$ cat src/rtl/rx_packetizer.sv
// -----------------------------------------------------------------------------
// rx_packetizer
//
// Frames I&Q bytes from the upstream Rx byte FIFO into one UDP payload for the
// Ethernet Tx arbiter. Each packet is a 16-byte big-endian header followed by
// 6*SAMPLES_PER_FRAME payload bytes streamed straight from the FIFO with no
// backpressure:
//   bytes  0-3  : sequence number (per run session, wraps at 2^32)
//   bytes  4-11 : timestamp latched on grant (zero unless RX_PKT_TIMESTAMP_EN)
//   bytes 12-13 : bits per sample (24)
//   bytes 14-15 : SAMPLES_PER_FRAME
//
// Optional feature macro: RX_PKT_TIMESTAMP_EN
//   defined   - the 64-bit timestamp is captured on entry to the header and
//               sent in bytes 4-11
//   undefined - bytes 4-11 are zero, no timestamp latch, timestamp unused
//
// Ports
//   clock         single clock for all logic
//   reset         asynchronous active-low reset
//   run           PC run enable (already synchronous to clock)
//   ddc_number    DDC served by this instance, added to BASE_PORT
//   fifo_rdusedw  bytes held in the upstream FIFO
//   fifo_q        FIFO read data, valid one clock after fifo_rdreq
//   fifo_clear    upstream FIFO-clear indication
//   fifo_rdreq    FIFO read strobe
//   timestamp     free-running sample-clock count
//   tx_request    packet ready, request to the Tx arbiter
//   tx_grant      one-clock grant pulse from the arbiter
//   tx_data       packet byte
//   tx_valid      tx_data valid
//   tx_sop        first packet byte
//   tx_eop        last packet byte
//   tx_port       UDP source port, BASE_PORT + ddc_number
// -----------------------------------------------------------------------------
module rx_packetizer #(
    parameter int unsigned SAMPLES_PER_FRAME = 238,
    parameter int unsigned BASE_PORT         = 1035
) (
    input  logic        clock,
    input  logic        reset,
    input  logic        run,
    input  logic [2:0]  ddc_number,
    input  logic [12:0] fifo_rdusedw,
    input  logic [7:0]  fifo_q,
    input  logic        fifo_clear,
    output logic        fifo_rdreq,
    input  logic [63:0] timestamp,
    output logic        tx_request,
    input  logic        tx_grant,
    output logic [7:0]  tx_data,
    output logic        tx_valid,
    output logic        tx_sop,
    output logic        tx_eop,
    output logic [15:0] tx_port
);

    localparam int unsigned PayloadBytes = 6 * SAMPLES_PER_FRAME;
    localparam int unsigned PacketBytes  = 16 + PayloadBytes;
    localparam int unsigned CntW         = $clog2(PacketBytes);

    localparam logic [12:0]     FrameThresh = 13'(PayloadBytes);
    localparam logic [CntW-1:0] LastIdx     = CntW'(PacketBytes - 1);
    localparam logic [CntW-1:0] RdStopIdx   = CntW'(PacketBytes - 2);
    localparam logic [CntW-1:0] RdStartIdx  = CntW'(14);
    localparam logic [CntW-1:0] HdrLastIdx  = CntW'(15);
    localparam logic [15:0]     BpsField    = 16'd24;
    localparam logic [15:0]     SpfField    = 16'(SAMPLES_PER_FRAME);
    localparam logic [15:0]     PortBase    = 16'(BASE_PORT);

    typedef enum logic [2:0] {
        StIdle,
        StWaitData,
        StRequest,
        StHeader,
        StPayload,
        StGap
    } state_e;

    state_e          state_q;
    logic [31:0]     seq_num_q;
    logic [CntW-1:0] byte_q;          // index of the byte currently on tx_data
    logic [7:0]      hdr_data_q;
    logic            payload_sel_q;   // tx_data follows fifo_q during payload
    logic            tx_request_q;
    logic            tx_valid_q;
    logic            tx_sop_q;
    logic            tx_eop_q;
    logic            fifo_rdreq_q;
    logic [15:0]     tx_port_q;

    logic [15:0]     port_sel;
    logic            grant_take;
    logic [3:0]      hdr_idx_next;
    logic [7:0]      hdr_byte_d;
    logic [63:0]     ts_field;

    assign port_sel     = PortBase + {13'd0, ddc_number};
    // A grant only counts while REQUEST is not being abandoned this clock.
    assign grant_take   = (state_q == StRequest) && run && !fifo_clear && tx_grant;
    assign hdr_idx_next = byte_q[3:0] + 4'd1;

`ifdef RX_PKT_TIMESTAMP_EN
    logic [63:0] ts_q;

    always_ff @(posedge clock or negedge reset) begin
        if (!reset) begin
            ts_q <= '0;
        end else if (grant_take) begin
            ts_q <= timestamp;
        end
    end

    assign ts_field = ts_q;
`else
    logic unused_timestamp;

    assign unused_timestamp = ^timestamp;
    assign ts_field         = '0;
`endif

    // Header byte that will be on tx_data after the next clock.
    always_comb begin
        hdr_byte_d = 8'h00;
        case (hdr_idx_next)
            4'd1:    hdr_byte_d = seq_num_q[23:16];
            4'd2:    hdr_byte_d = seq_num_q[15:8];
            4'd3:    hdr_byte_d = seq_num_q[7:0];
            4'd4:    hdr_byte_d = ts_field[63:56];
            4'd5:    hdr_byte_d = ts_field[55:48];
            4'd6:    hdr_byte_d = ts_field[47:40];
            4'd7:    hdr_byte_d = ts_field[39:32];
            4'd8:    hdr_byte_d = ts_field[31:24];
            4'd9:    hdr_byte_d = ts_field[23:16];
            4'd10:   hdr_byte_d = ts_field[15:8];
            4'd11:   hdr_byte_d = ts_field[7:0];
            4'd12:   hdr_byte_d = BpsField[15:8];
            4'd13:   hdr_byte_d = BpsField[7:0];
            4'd14:   hdr_byte_d = SpfField[15:8];
            4'd15:   hdr_byte_d = SpfField[7:0];
            default: hdr_byte_d = 8'h00;
        endcase
    end

    always_ff @(posedge clock or negedge reset) begin
        if (!reset) begin
            state_q       <= StIdle;
            seq_num_q     <= '0;
            byte_q        <= '0;
            hdr_data_q    <= '0;
            payload_sel_q <= 1'b0;
            tx_request_q  <= 1'b0;
            tx_valid_q    <= 1'b0;
            tx_sop_q      <= 1'b0;
            tx_eop_q      <= 1'b0;
            fifo_rdreq_q  <= 1'b0;
            tx_port_q     <= PortBase;
        end else begin
            unique case (state_q)
                StIdle: begin
                    tx_port_q <= port_sel;
                    // Holding here with run low starts the next session at 0.
                    if (!run) begin
                        seq_num_q <= '0;
                    end
                    if (run && !fifo_clear) begin
                        state_q <= StWaitData;
                    end
                end

                StWaitData: begin
                    // Port tracks ddc_number until a request is raised, then freezes.
                    tx_port_q <= port_sel;
                    if (!run || fifo_clear) begin
                        state_q <= StIdle;
                    end else if (fifo_rdusedw >= FrameThresh) begin
                        state_q      <= StRequest;
                        tx_request_q <= 1'b1;
                    end
                end

                StRequest: begin
                    if (!run || fifo_clear) begin
                        state_q      <= StIdle;
                        tx_request_q <= 1'b0;
                    end else if (grant_take) begin
                        state_q      <= StHeader;
                        tx_request_q <= 1'b0;
                        byte_q       <= '0;
                        hdr_data_q   <= seq_num_q[31:24];
                        tx_valid_q   <= 1'b1;
                        tx_sop_q     <= 1'b1;
                    end
                end

                StHeader: begin
                    tx_sop_q <= 1'b0;
                    byte_q   <= byte_q + 1'b1;
                    // Read issued under header byte 15 so fifo_q lands on payload byte 0.
                    if (byte_q == RdStartIdx) begin
                        fifo_rdreq_q <= 1'b1;
                    end
                    if (byte_q == HdrLastIdx) begin
                        state_q       <= StPayload;
                        payload_sel_q <= 1'b1;
                        hdr_data_q    <= '0;
                    end else begin
                        hdr_data_q <= hdr_byte_d;
                    end
                end

                StPayload: begin
                    if (byte_q == LastIdx) begin
                        state_q       <= StGap;
                        payload_sel_q <= 1'b0;
                        tx_valid_q    <= 1'b0;
                        tx_eop_q      <= 1'b0;
                        seq_num_q     <= seq_num_q + 32'd1;
                    end else begin
                        byte_q <= byte_q + 1'b1;
                        // The last byte needs no new read; it was fetched one clock earlier.
                        if (byte_q == RdStopIdx) begin
                            fifo_rdreq_q <= 1'b0;
                            tx_eop_q     <= 1'b1;
                        end
                    end
                end

                StGap: begin
                    // run/fifo_clear changes seen during the packet take effect here.
                    state_q <= run ? StWaitData : StIdle;
                end

                default: begin
                    state_q <= StIdle;
                end
            endcase
        end
    end

    // Payload bytes pass straight from the FIFO output; header bytes are registered.
    assign tx_data    = payload_sel_q ? fifo_q : hdr_data_q;
    assign tx_valid   = tx_valid_q;
    assign tx_sop     = tx_sop_q;
    assign tx_eop     = tx_eop_q;
    assign tx_request = tx_request_q;
    assign fifo_rdreq = fifo_rdreq_q;
    assign tx_port    = tx_port_q;

endmodule

$ cat config.mk
export PLATFORM = sky130hd
export DESIGN_NAME = rx_packetizer
export DESIGN_NICKNAME = d
export VERILOG_FILES = /design/src/rtl/rx_packetizer.sv
export SDC_FILE = /design/constraint.sdc
export NUM_CORES = 1
export LEC_CHECK = 0
export BUFFER_PORTS_ARGS = -buffer_cell sky130_fd_sc_hd__buf_2
export CAP_MARGIN = 40
export CELL_PAD_IN_SITES_DETAIL_PLACEMENT = 1
export CELL_PAD_IN_SITES_GLOBAL_PLACEMENT = 2
export CORE_UTILIZATION = 27
export CTS_CLUSTER_DIAMETER = 40
export CTS_CLUSTER_SIZE = 8
export DETAILED_ROUTE_END_ITERATION = 16
export PLACE_DENSITY_LB_ADDON = 0.1
export SYNTH_ARGS = -nofsm -noshare
export SYNTH_HDL_FRONTEND = slang
export SYNTH_SLANG_ARGS = --single-unit
$ cat constraint.sdc
create_clock -name clock -period 2.1 [get_ports clock]
set_input_delay 0.105 -clock clock [delete_from_list [all_inputs] [get_ports clock]]
set_output_delay 0.105 -clock clock [all_outputs]
set_load 0.01 [all_outputs]
==> results of run 1 <==
cell type report:
cell class	count	share of cell area
Multi-Input combinational cell	313	0.425
Sequential cell	65	0.329
Timing Repair Buffer	96	0.131
Clock buffer	12	0.0518
Tap cell	176	0.0445
Inverter	15	0.0114
Clock inverter	3	0.00808
registers in the layout, summed over array words and instances, names as in the netlist:
signal,count
hdr_data_q,8
state_q,3
seq_num_q,32
tx_eop,1
fifo_rdreq,1
tx_valid,1
tx_port,5
tx_sop,1
payload_sel_q,1
tx_request,1
byte_q,11
cell families after synthesis:
family | Yosys count | synth area share
simple gates | 161 | 0.216
compound gates | 89 | 0.161
flops | 65 | 0.433
mux | 12 | 0.0359
fa+ha+maj | 7 | 0.0232
xor+xnor | 31 | 0.0721
buf+inv | 43 | 0.0575
other cells | 2 | 0.00199
layer usage:
metal,wire [um],part of all wire,track usage
met1,5550,0.49,0.232
met2,5280,0.47,0.261
met4,132,0.012,0.0609
met5,0,0,0
met3,349,0.031,0.0423
through the flow:
| step | setup WS, ns | hold slack, ns |
|---|---|---|
| 6_report | 0.0145 | 0.107 |
| 5_1_grt | -0.0908 | 0.122 |
| 4_1_cts | -0.0194 | 0.0983 |
| 3_5_place_dp | -0.110 | 0.121 |
| 3_3_place_gp | -0.0916 | 0.126 |
| 2_1_floorplan | 0.0315 | -0.191 |
synth_stat cells (3+ instances only):
master / number
a22oi_1: 10
nand3_1: 10
and3_1: 8
nor2b_1: 5
nor2_1: 54
o21ai_0: 25
dfstp_2: 3
ha_1: 7
buf_4: 12
mux2_2: 12
nand2_1: 33
a222oi_1: 7
nand4_1: 10
clkbuf_1: 13
nand2b_1: 4
nor4_1: 3
or3_1: 8
xor2_1: 15
inv_1: 15
a21o_1: 3
nor3_1: 11
xnor2_1: 16
dfrtp_1: 62
o21a_1: 8
a21oi_1: 18
power by group:
part           switching [mW]  internal [mW]  total [mW]
Sequential              0.109           1.44        1.54
Clock                   0.559          0.973        1.53
Combinational           0.889          0.639        1.53
repair_timing:
action / 4_1_cts / 5_1_grt
pin swaps: 5 / 28
buffers inserted: 1 / 5
hold buffers: 2 / 0
gates cloned: 1 / 1
endpoints found under the hold margin: 20 / 0
gates resized for setup: 6 / 24
endpoints found under the setup margin: 23 / 34
critical path: cells and delay by family, from the launching register on:
family,cells,cell delay [ns]
flip-flops,1,0.38
AND/OR/NAND/NOR,3,0.90
buffers and inverters,2,0.35
AO/OA/AOI/OAI,2,0.38
worst min path at each step:
stage,startpoint,end,slack [ns],cells past startpoint
after floorplan,reset,byte_q[0],-0.19,0
after global routing,ddc_number[1],tx_port[1],0.12,4
after detailed placement,reset,tx_request,0.12,1
after global placement,reset,tx_request,0.13,1
final,ddc_number[1],tx_port[1],0.11,4
after CTS,ddc_number[1],tx_port[1],0.1,4
==> flow_summary.ini, run 1 <==
[layout]
syn_to_final_growth_pct = 31.5
final_nets = 600
finalNonFillerCells = 680
final_core_util = 0.370
final_cell_mix = dfrtp_1 (62), nor2_1 (53), buf_2 (44), buf_4 (44), nand2_1 (32)
seq_area_sq_um = 1630
mostFrequentLayoutCell = dfrtp_1
antenna_cells = 0
fill_cells = 1567
drive_gt1_frac = 0.298
postLayoutCellArea_sq_um = 4950
multiInputGateArea_sq_um = 2100

[setup_path]
r2r_start = state_q[1]
endpoint = seq_num_q[15]
rrSetupSlack_ns = 0.01
cp_slowest_stage_delay_ns = 0.41
cpMaxStageDelayCell = or3_1
end_kind = register
path_common_cell = buf_4
crit_chain = buf_4 -> or2_1 -> nor3_4 -> buf_4 -> o2111ai_4 -> or3_1 -> a21oi_1
crit_type = reg -> reg
arrival_ns = 2.35
rr_worst_depth = 7
crit_required_ns = 2.37
critPathLaunchType = register
crit_start = state_q[1]
r2r-end = seq_num_q[15]
cp_max_fo = 7

[clock_tree]
insertion_delay_ns = 0.34
htreeDepth = 3
clock_sinks = 65
cts_made_buffers = 9
clk_pin_slew_ns = 0.06
cts_tree = yes
cts_buffer_depth = 2
cts_root_buffer = clkbuf_16

[synthesis]
yosysTopAreaCellShare = 0.412
ys_types = 53
synth_cells = 410
ys.flop_type = dfrtp_1
yosysWarnings = 0
synthTopCellsByArea = dfrtp_1 (41%), nor2_1 (5.4%), xnor2_1 (3.7%)
synth.largest_area_cell = dfrtp_1
syn-cell-area_sq_um = 3770
synth_edf_count = 0
synth_area_per_cell_sq_um = 9.19
synth_seq_cells = 65
synthArstFlopShare = 1.00
yosysSeqAreaShare = 0.433

[global_route]
grt_pass1_vias = 3528
grtUsageTotal = 0.170
grt_max_degree = 47
antenna_found_initial = 0
grt_pass1_wl_um = 18700
grt_remaining_overflow = 0

[floorplan]
start_util = 0.281
dieArea_sq_um = 14400
core-area_sq_um = 13400
ioPinCount = 122
die_y_um = 120
die_w_um = 120
num_rows = 42

[drt]
wire_per_inst_um = 16.6
drt_wl_total_um = 11300
vias = 3375
dr.pass1.iters = 5
ant_nets = 0
drc = 0
drt_iter0_markers = 119
via_per_inst = 4.96

[timing]
slew_viol_final = 0
maxSlewHeadroom = 0.642
min_period_ns = 2.09
rsz0062_at_grt = yes
period_share = 0.993
hold_viol = 0
skew_ns = 0.00781
setup_tns_ns = 0
worstMarginPinSlew_ns = 0.537
finalSetupViolations = 0
fmax_mhz = 480

[placed_design]
globalplace.congestion = 0.728
place_hpwl_um = 8020
placed_area_sq_um = 4460
io_buffer_count = 44
dpl.cell_count = 656

[min_path]
hold_class = in -> reg

[flow_run]
drv_cap = 0

[power_and_ir_drop]
p_per_area_nw_per_um2 = 929
irDropWorstVdd_mv = 0.380
total_power_mw = 4.60
p_leak_nw = 2.17

[status]
status = complete, no violations
Power figures use the tool's default switching activity.
==> inputs of run 2 (changes only) <==
- CORE_UTILIZATION: 27 -> 28
- CTS_BUF_LIST: unset -> sky130_fd_sc_hd__clkbuf_8
==> flow_summary.ini, run 2 (synthesis results as in run 1) <==
[status]
status = complete, no violations

[floorplan]
core-area_sq_um = 13200
die_w_um = 118
dieArea_sq_um = 13900
ioPinCount = 122
die_y_um = 118
start_util = 0.286
num_rows = 42

[setup_path]
critPathLaunchType = register
end_kind = register
endpoint = seq_num_q[15]
rr_worst_depth = 7
cpMaxStageDelayCell = or3_4
crit_required_ns = 2.40
cp_top_family = simple AND/OR/NAND/NOR gates
r2r_start = byte_q[4]
arrival_ns = 2.37
path_common_cell = or3_4
cp_num_buf_inv = 2
crit_start = byte_q[4]
rrSetupSlack_ns = 0.03
crit_chain = or3_4 -> nor4_4 -> buf_4 -> o2111ai_4 -> buf_12 -> or3_4 -> a21oi_2
cp_slowest_stage_delay_ns = 0.41
cp_num_cells = 7
r2r-end = seq_num_q[15]
cp_max_fo = 8
crit_type = reg -> reg

[clock_tree]
cts_tree = yes
cts_made_buffers = 9
clk_pin_slew_ns = 0.07
cts_buffer_depth = 2
insertion_delay_ns = 0.37
htreeDepth = 3
clock_sinks = 65
cts_root_buffer = clkbuf_8

[layout]
antenna_cells = 0
final_cell_mix = dfrtp_1 (62), nor2_1 (54), buf_4 (53)
top_regs = seq_num_q: 32 flops, byte_q: 11 flops, hdr_data_q: 8 flops
final_nets = 606
syn_to_final_growth_pct = 28.9
max_flop_register = seq_num_q
drive_gt1_frac = 0.299
mostFrequentLayoutCell = dfrtp_1
final_core_util = 0.368
largest_reg_flops = 32

[drt]
wire_per_inst_um = 15.5
vias = 3338
ant_nets = 0
dr.pass1.iters = 5
drt_wl_total_um = 10700
drc = 0
via_per_inst = 4.86
drt_iter0_markers = 96

[global_route]
grtUsageTotal = 0.167
grt_busiest_layer = met2
met3_usage = 0.0359
grt_pass1_vias = 3418
grt_pass1_wl_um = 18100
grt_max_degree = 66
antenna_found_initial = 0
grtUsageMet1 = 0.238
grt_remaining_overflow = 0
use_met2 = 0.246

[placed_design]
io_buffer_count = 44
place_hpwl_um = 7850
globalplace.congestion = 0.740

[power_and_ir_drop]
irDropWorstVdd_mv = 0.364
total_power_mw = 4.05
p_leak_nw = 2.16
p_per_area_nw_per_um2 = 833

[timing]
rsz0062_at_grt = yes
setup_tns_ns = 0
hold_ws_ns = 0.0807
skew_ns = 0.00750
hold_viol = 0
min_period_ns = 2.07
slew_viol_final = 0
fmax_mhz = 483
finalSetupViolations = 0
period_share = 0.986

[min_path]
hold_class = in -> reg

[flow_run]
drv_cap = 0
run 2: changes by cell type in the layout (fill, tap and decap cells not counted), sizes merged:
cell     previous run  this run
and3                9         8
buf                94       102
bufinv              1         0
clkbuf             12        11
clkinv              2         3
inv                15        17
o2111ai             2         1
run 2: stage by stage:
step | cells | cell area (sq um) | setup WS [ns]
2_1_floorplan | 419 | 3800 | 0.0315
3_3_place_gp | 664 | 4530 | -0.100
3_5_place_dp | 664 | 4530 | -0.119
4_1_cts | 686 | 4810 | -0.0363
5_1_grt | 687 | 4850 | -0.0557
6_report | 687 | 4850 | 0.0298
run 2: worst min path at each step:
stage	start	endpoint	slack, ns	depth (start not counted)
after global routing	ddc_number[1]	tx_port[1]	0.09	4
after detailed placement	reset	byte_q[6]	0.16	2
after floorplan	reset	byte_q[0]	-0.19	0
final	ddc_number[1]	tx_port[1]	0.08	4
after global placement	reset	byte_q[6]	0.17	2
after CTS	ddc_number[2]	tx_port[3]	0.06	3
run 2: final cells by class:
type	count	area (sq um)
inverter	15	56.3
multi-input combinational	311	2040
sequential	65	1630
clock buffer	11	151
fill	1569	8340
tap	176	220
timing repair buffer	104	738
clock inverter	5	22.5
run 2: layer usage:
metal	vias to the layer above	part of all wire
li1	1628	-
met1	1646	0.51
met2	54	0.44
met3	10	0.034
met4	0	0.015
met5	-	0
run 2: timing repair:
action,4_1_cts,5_1_grt
hold buffers,2,0
hold endpoints to repair,63,0
setup endpoints to repair,24,32
resized for setup,4,17
gates cloned,1,0
pin swaps,13,10
setup buffers,3,2
run 2: report_power, final:
group	internal, mW	switching [mW]
combinational	0.662	0.860
sequential	1.43	0.112
clock	0.478	0.501
total	2.57	1.47
run 2: tightest hold or removal path, cell delays in order:
cell and delay [ns]:
buf_2 0.10, inv_1 0.05, ha_1 0.11, o21ai_0 0.08
